**src/rtl/obstacle_interval_gen.sv**
```systemverilog
// obstacle_interval_gen: loads LFSR-derived spawn intervals into a down-counter
// and pulses spawn with a random obstacle type each time that counter reaches zero.
`timescale 1ns/1ps
module obstacle_interval_gen #(
    parameter int          BITS    = 9,
    parameter int          MIN_GAP = 64,
    parameter logic [15:0] SEED    = 16'hACE1
) (
    input  logic            clk,
    input  logic            rst_n,
    input  logic            enable,
    input  logic [1:0]      level,
    input  logic [BITS-1:0] cnt_value,
    output logic            load_en,
    output logic [BITS-1:0] load_data,
    output logic            spawn,
    output logic [1:0]      obstacle_type,
    output logic [7:0]      spawn_count
);
    localparam logic [2:0] IDLE  = 3'd0;
    localparam logic [2:0] LOAD  = 3'd1;
    localparam logic [2:0] ARM   = 3'd2;
    localparam logic [2:0] COUNT = 3'd3;
    localparam logic [2:0] SPAWN = 3'd4;
    localparam logic [BITS-1:0] HALF_MASK = {1'b0, {(BITS-1){1'b1}}};
    localparam logic [BITS:0]   GAP = (BITS+1)'(MIN_GAP);

    logic [2:0]      state_q, state_d;
    logic [15:0]     lfsr_q, lfsr_d;
    logic [BITS-1:0] load_data_q, load_data_d, interval;
    logic [BITS:0]   sum;
    logic            load_en_q, spawn_q;
    logic [1:0]      type_q, type_d;
    logic [7:0]      count_q, count_d;

    // A zero register would lock the LFSR, so it is reseeded instead
    assign lfsr_d = !enable ? lfsr_q :
                    lfsr_q == '0 ? SEED : (lfsr_q >> 1) ^ (lfsr_q[0] ? 16'hB400 : 16'h0000);
    assign sum = GAP + {1'b0, lfsr_q[BITS-1:0] & (HALF_MASK >> level)};
    assign interval = sum[BITS] ? '1 : sum[BITS-1:0];

    always_comb begin
        state_d     = state_q;
        load_data_d = load_data_q;
        type_d      = type_q;
        count_d     = count_q;
        case (state_q)
            IDLE:  state_d = enable ? LOAD : IDLE;
            LOAD:  state_d = ARM;
            ARM:   state_d = enable ? COUNT : IDLE;
            COUNT: begin
                if (!enable) begin
                    state_d = IDLE;
                end else if (cnt_value == '0) begin
                    state_d = SPAWN;
                    type_d  = lfsr_q[15:14];
                    count_d = count_q + {7'd0, count_q != 8'hFF};
                end
            end
            SPAWN:   state_d = enable ? LOAD : IDLE;
            default: state_d = IDLE;
        endcase
        if (state_d == LOAD) load_data_d = interval;
    end

    always_ff @(posedge clk) begin
        if (!rst_n) begin
            state_q     <= IDLE;
            lfsr_q      <= SEED;
            load_data_q <= '0;
            load_en_q   <= 1'b0;
            spawn_q     <= 1'b0;
            type_q      <= 2'd0;
            count_q     <= 8'd0;
        end else begin
            state_q     <= state_d;
            lfsr_q      <= lfsr_d;
            load_data_q <= load_data_d;
            load_en_q   <= state_d == LOAD;
            spawn_q     <= state_d == SPAWN;
            type_q      <= type_d;
            count_q     <= count_d;
        end
    end

    assign load_en       = load_en_q;
    assign load_data     = load_data_q;
    assign spawn         = spawn_q;
    assign obstacle_type = type_q;
    assign spawn_count   = count_q;
endmodule

```
**config.mk**
```make
export PLATFORM = sky130hd
export DESIGN_NAME = obstacle_interval_gen
export DESIGN_NICKNAME = d
export VERILOG_FILES = /design/src/rtl/obstacle_interval_gen.sv
export SDC_FILE = /design/constraint.sdc
export NUM_CORES = 1
export LEC_CHECK = 0
export BUFFER_PORTS_ARGS = -buffer_cell sky130_fd_sc_hd__buf_4
export CAP_MARGIN = 20
export CORE_MARGIN = 4
export CORE_UTILIZATION = 29
export DETAILED_ROUTE_END_ITERATION = 10
export MAX_ROUTING_LAYER = met4
export PLACE_DENSITY = 0.56
export SYNTH_ARGS = -nofsm -noshare
export SYNTH_HDL_FRONTEND = slang
export SYNTH_SLANG_ARGS = --single-unit
```
**constraint.sdc**
```tcl
create_clock -name clk -period 2.1 [get_ports clk]
set_clock_uncertainty 0.1 [all_clocks]
set_input_delay 0.21 -clock clk [delete_from_list [all_inputs] [get_ports clk]]
set_output_delay 0.21 -clock clk [all_outputs]
set_load 0.02 [all_outputs]
```
Word-level counts from Yosys, hierarchy flattened
Cells that the tools add are included.
{ "totals": {"regBits": 40, "out_inout_bits": 21, "elab_cells": 32} }
{ "op_classes": {"n_addsub": 2, "n_eq_ne": 7, "shifts": 1, "n_mux": 8, "bitwise": 2, "reduce_logical": 5} }
{ "ops": {"columns": ["operator", "count"], "rows": [
  ["16-bit two-way mux", 2],
  ["16-bit zero test", 1],
  ["15-bit by 16-bit bitwise XOR with 16-bit output", 1],
  ["3-bit case mux with 4 select lines", 1],
  ["7-bit by 9-bit adder with 10-bit output (first input constant)", 1],
  ["9-bit AND", 1],
  ["9-bit zero test", 1],
  ["9-bit two-way mux", 1],
  ["8-bit by 2-bit right shift with 9-bit output (first input constant)", 1],
  ["8-bit by 1-bit adder with 8-bit output", 1],
  ["8-bit inequality test (second input constant)", 1],
  ["3-bit by 1-bit equality test with 1-bit output (second input constant)", 2],
  ["3-bit by 2-bit equality test with 1-bit output (second input constant)", 2],
  ["3-bit equality test (second input constant)", 2],
  ["3-bit two-way mux", 2],
  ["3-bit zero test", 1],
  ["3-bit AND reduction", 1],
  ["2-bit two-way mux", 1],
  ["2-bit OR reduction", 1],
  ["1-bit two-way mux", 1]
]} }

Longest topological paths before layout
Gate-level depths: netlist of run 1.
{ "logic_depth": {"ltp_word": 5, "mapped_depth": 7, "depth_no_buf": 7} }

Worst setup path after synthesis of run 1
No wires, ideal clock.
{ "synth_path": {"path_type": "register -> register", "startpoint": "register count_q[3], in the netlist spawn_count[3]", "endpoint": "register count_q[6], in the netlist spawn_count[6]", "arrival_ns": 1.564, "required_ns": 1.868, "setup_slack_ns": 0.303, "stages_incl_launch_ff": 8, "period_less_slack_ns": 1.797, "path_cell_list": "dfxtp_1 nand4_1 or2_2 ha_1 ha_1 inv_1 or4_1 a21oi_1"} }
{ "synth_via": {"elab_chain_cells": 2} }
{ "synth_rtl": {"columns": ["item", "line_no", "source"], "rows": [
  ["start, declared", "34", "logic [7:0] count_q, count_d;"],
  ["start signal, assigned", "82", "count_q <= count_d;"],
  ["8-bit inequality test", "57", "count_d = count_q + {7'd0, count_q != 8'hFF};"],
  ["8-bit by 1-bit adder with 8-bit output *", "57", null]
]} }
Mark *: on every way between the ends. The rest lies on a longest branch, timed or not.
A chain may end at the register's enable or synchronous reset.

Worst setup path after layout of run 1
{ "layout_path": {"startpoint": "register lfsr_q[5]", "endpoint": "register lfsr_q[13]"} }
{ "layout_via": {"elab_chain_cells": 2} }
{ "layout_rtl": {"columns": ["item", "line_no", "source"], "rows": [
  ["start, declared", "29", "logic [15:0] lfsr_q, lfsr_d;"],
  ["start signal, assigned", "77", "lfsr_q <= lfsr_d;"],
  ["16-bit zero test", "38", "lfsr_q == '0 ? SEED : (lfsr_q >> 1) ^ (lfsr_q[0] ? 16'hB400 : 16'h0000);"],
  ["16-bit two-way mux", "38", null]
]} }
No other way between the ends.

==> results.cfg, run 1 <==
[critical_path]
rrSetupSlack_ns = 0.24
rr_worst_depth = 4
cp.arrival_ns = 2.00
cp-start-kind = register
path_class = register to register
r2r-end = lfsr_q[13]$_SDFFE_PN1P_
cpMaxStageDelayCell = o41ai_4
cp_slowest_stage_delay_ns = 0.57
crit_path_max_fanout = 8
cp-end-kind = register
cp_cell_sequence = or4_4 > o41ai_4 > o22ai_1 > nand2_1
rr_startpoint = lfsr_q[5]$_SDFFE_PN1P_
required_ns = 2.23

[synthesis]
synth-compound-area-share = 0.144
yosys_warnings = 0
synth-main-ff-cell = dfxtp_1
synth_common_cells = dfxtp_1, nand2_1, a21oi_1
synth_mux_area_frac = 0.0434
synthSimpleGateAreaFrac = 0.246
synth_top_area_frac = 0.497
synthArstFlopShare = 0
synth-seq-area-share = 0.497
synth_cells = 179
yosys_register_bits = 40
synth_most_common_cell = dfxtp_1
syn_nets = 196
synth-xor-area-share = 0.0163
ys_types = 33
synth.avg_cell_area_sq_um = 9.01
synth_top_family_by_area = simple AND/OR/NAND/NOR gates
synth_edf_count = 0
synth_top_area_cell = dfxtp_1
netlist_area_sq_um = 1610
synth-adder-area-share = 0.0233
synth.top_cells.by_area = dfxtp_1, nand2_1, a21oi_1

[clock_network]
clockRootBuffer = clkbuf_8
cts_resized = 0
cts.sinks = 40
cts_tree = yes
cts_hold_buf = 0
htree_num_levels = 2
post-cts-setup-buffer-count = 0
cts-buffers-inserted = 5
clk_latency_ns = 0.29
clock_path_buffers = 2
cts.clk_slew.worst_paths_ns = 0.08

[min_path]
hold_depth = 2
whs_endpoint = lfsr_q[0]$_SDFFE_PN1P_
min_from = rst_n
hold_class = primary input to register

[grt]
grt_max_degree = 33
grt.busiest_layer = met2
grtUsageTotal = 0.119
antenna_found_initial = 0
grtUsageMet2 = 0.175
grt_pass1_wl_um = 6030
grt_use_met1 = 0.153
gr-usage-met3 = 0.0304
grt_overflow = 0
grt_pass1_vias = 1338

[power_and_ir_drop]
irDropWorstVdd_uv = 369
powerDensity_nw_per_um2 = 766
leakage_uw = 0.000828
finalPower_uw = 1580

[timing]
worst_pin_slew_ns = 0.508
period_share = 0.888
final-setup-viol-count = 0
final.setup.tns_ns = 0
layout_min_cycle_time_ns = 1.86
maxSlewViolCount = 0
finalHoldViolations = 0
timing.hold.ws_ns = 0.0484
rsz0062_at_grt = false
slew_headroom = 0.660
fmaxAchievable_mhz = 536

[routing]
vias = 1381
routed_wl_um = 3510
drtIter0Drc = 60
first_pass_iters = 4
drc = 0
wl_per_cell_um = 12.2
drt-vias-per-instance = 4.80
drtAntennaViolNets = 0

[die]
die_w_um = 82.6
coreArea_sq_um = 5240
num_rows = 26
start_util = 0.308
die_area_sq_um = 6820
io_pins = 35
die_height_um = 82.6

[finish]
final_nets = 234
utilization = 0.394
final_cell_count_no_fill = 288
drive_above_1_share = 0.243
area_delta_synth_final_pct = 28.1
antenna_cells = 0

[placement]
port_buffers = 34
dp_cells = 280
post-dp-hpwl_um = 2480
place_congestion = 0.731

[job]
maxCapViolations = 0

[run_status]
status = completed
## worst max-delay path by stage
stage / start / endpoint / slack [ns] / cells past startpoint
after global placement: cnt_value[5] / spawn_count[5]$_SDFFE_PN0P_ / 0.22 / 5
after CTS: state_q[0]$_SDFF_PN0_ / spawn_count[5]$_SDFFE_PN0P_ / 0.22 / 4
after global routing: state_q[0]$_SDFF_PN0_ / spawn_count[7]$_SDFFE_PN0P_ / 0.03 / 4
final: lfsr_q[5]$_SDFFE_PN1P_ / lfsr_q[13]$_SDFFE_PN1P_ / 0.24 / 4
after floorplan: spawn_count[3]$_SDFFE_PN0P_ / spawn_count[6]$_SDFFE_PN0P_ / 0.30 / 7
after detailed placement: cnt_value[5] / spawn_count[5]$_SDFFE_PN0P_ / 0.18 / 5
## cells in the final DEF, fill, tap and decap left out, types with 2 or more instances in the layout
master / count
nor2b_1: 2
dfxtp_1: 40
nand3_1: 4
clkbuf_8: 5
inv_1: 2
xor2_1: 2
nand4_1: 5
nand2_1: 34
or4_4: 2
o31ai_1: 3
or4_1: 5
a21oi_1: 19
mux2i_1: 7
a211oi_1: 2
nor2_1: 15
o21ai_0: 3
o22ai_1: 8
buf_4: 40
or3_1: 3
ha_1: 3
## cell families after synthesis
group           after synthesis
simple gates                 78
buf+inv                      11
compound gates               37
mux                           7
fa+ha+maj                     3
xor+xnor                      3
flops                        40
## critical path: cells and delay by family (launching register included)
kind            cells  cell delay [ns]
flops               1             0.34
simple gates        2             0.64
compound gates      2             0.73
## metrics by stage
stage | area [sq um] | worst slack (ns)
after floorplan | 1610 | 0.303
after global placement | 1960 | 0.223
after detailed placement | 1960 | 0.180
after CTS | 2070 | 0.224
after global routing | 2070 | 0.0333
final | 2070 | 0.236
## layer usage
metal	part of all wire	vias to the layer above
met2	0.42	36
met3	0.069	8
li1	-	712
met1	0.50	625
met5	0	-
met4	0.018	0
## area by class of cell
class                   instances  area (sq um)
well taps                      70          87.6
fillers                       542          3170
clock buffers                   6          72.6
clock inverters                 2          35.0
multi-input cells             128           762
repair buffers                 40           300
inverters                       2          7.51
flip-flops and latches         40           801
## flip-flops by register name, summed over array words and instances, names as in the netlist
register and flops:
load_en 1, load_data 9, obstacle_type 2, spawn_count 8
spawn 1, lfsr_q 16, state_q 3
## where the power goes
group          internal (uW)  total (uW)  switching (uW)
sequential               790         814            24.1
clock                    353         615             262
combinational           70.0         154            83.6
total                   1210        1580             370
No activity file was read; power rests on OpenSTA's default activity.
==> run 2, diff against run 1 <==
==> constraint.sdc (replaced) <==
create_clock -name clk -period 2.1 [get_ports clk]
set_clock_uncertainty 0.1 [all_clocks]
set_input_delay 0.105 -clock clk [delete_from_list [all_inputs] [get_ports clk]]
set_output_delay 0.105 -clock clk [all_outputs]
set_load 0.02 [all_outputs]
==> run 2 against run 1 <==
Core utilization increased by 0.31 points. Wire length decreased by 0.88%. Non-clock buffer count unchanged. Fmax decreased by 1.9%. Count of clock-buffer cells in the layout unchanged. Final cell count unchanged. Largest power group unchanged. Critical path type unchanged. Worst setup slack got worse by 0.036 ns.
==> results.cfg, run 2 (synthesis gave the netlist of run 1 again) <==
[routing]
drtIter0Drc = 61
drt-vias-per-instance = 4.79
drc = 0
wl_per_cell_um = 12.1
first_pass_iters = 4
routed_wl_um = 3480
vias = 1380
drtAntennaViolNets = 0

[grt]
grtUsageTotal = 0.113
grt_max_degree = 33
grt_pass1_wl_um = 5880
grt_pass1_vias = 1286
grt_overflow = 0
antenna_found_initial = 0

[clock_network]
cts.clk_slew.worst_paths_ns = 0.08
cts.sinks = 40
cts_tree = yes
clk_latency_ns = 0.29
clock_path_buffers = 2
cts_resized = 0
cts-buffers-inserted = 5
htree_num_levels = 2
clockRootBuffer = clkbuf_8

[die]
coreArea_sq_um = 5240
die_area_sq_um = 6820
io_pins = 35
start_util = 0.308
die_w_um = 82.6
die_height_um = 82.6
num_rows = 26

[critical_path]
required_ns = 2.23
cp-start-kind = register
cp-end-kind = register
path_class = register to register
cp.arrival_ns = 2.03
crit_path_max_fanout = 8

[finish]
most-common-layout-cells = dfxtp_1, buf_4, nand2_1
area_delta_synth_final_pct = 29.1
largest_register_ffs = 16
top_register = lfsr_q
drive_above_1_share = 0.243
final_nets = 234
layout_commonest_cell = dfxtp_1
antenna_cells = 0
utilization = 0.398
fillCellCount = 548

[run_status]
status = completed

[job]
maxCapViolations = 0

[placement]
port_buffers = 34
place_congestion = 0.707
post-dp-hpwl_um = 2430

[timing]
final.setup.tns_ns = 0
timing.hold.ws_ns = 0.0231
layout_min_cycle_time_ns = 1.90
final-setup-viol-count = 0
fmaxAchievable_mhz = 526
finalHoldViolations = 0
slew_headroom = 0.655
rsz0062_at_grt = false
period_share = 0.905
worst_pin_slew_ns = 0.516
maxSlewViolCount = 0

[min_path]
hold_class = primary input to register

[power_and_ir_drop]
finalPower_uw = 1630
powerDensity_nw_per_um2 = 781
leakage_uw = 0.000831
irDropWorstVdd_uv = 377
[run 2: report_power, final]
| group | internal, uW | switching, uW | total (uW) |
|---|---|---|---|
| registers | 790 | 26.4 | 817 |
| logic | 69.1 | 80.5 | 150 |
| clock network | 389 | 271 | 659 |
| total | 1250 | 377 | 1630 |
[run 2: worst max-delay path, stage by stage (launching register included)]
cell and delay (ns):
dfxtp_1 0.35, or4_4 0.55, o41ai_4 0.58, o22ai_1 0.16, nand2_1 0.09
[run 2: area by class of cell]
class                      count  area, sq um  share of cell area
multi-input combinational    128          762               0.366
timing repair buffer          40          303               0.145
clock buffer                   6         82.6              0.0397
sequential                    40          801               0.385
inverter                       2         7.51             0.00361
clock inverter                 2         38.8              0.0186
tap                           70         87.6              0.0421
[run 2: timing repair]
action | in CTS | in global routing
setup buffers | 0 | 2
endpoints found under the hold margin | 8 | 0
hold buffers | 1 | 0
setup endpoints to repair | 0 | 3
[run 2: final timing paths]
path | startpoint | endpoint | slack [ns] | depth (start not counted)
setup / recovery | lfsr_q[5]$_SDFFE_PN1P_ | lfsr_q[13]$_SDFFE_PN1P_ | 0.20 | 4
setup reg to reg | lfsr_q[5]$_SDFFE_PN1P_ | lfsr_q[13]$_SDFFE_PN1P_ | 0.20 | 4
hold / removal | level[1] | load_data[5]$_SDFFE_PN0N_ | 0.02 | 4
hold reg to reg | state_q[2]$_SDFF_PN0_ | state_q[1]$_SDFF_PN0_ | 0.32 | 1
[run 2: per-stage QoR]
stage / instances / worst slack [ns] / area, sq um
after global placement: 277 / 0.224 / 1940
after global routing: 288 / 0.0910 / 2080
final: 288 / 0.200 / 2080
after floorplan: 179 / 0.303 / 1610
after CTS: 286 / 0.0904 / 2070
after detailed placement: 277 / 0.132 / 1940
[run 2: metal layers]
layer | vias to the layer above | share of wire | global-route usage
met4 | 0 | 0.010 | 0.0294
met5 | - | 0 | -
met1 | 631 | 0.49 | 0.145
met2 | 32 | 0.44 | 0.175
li1 | 712 | - | -
met3 | 5 | 0.064 | 0.0325
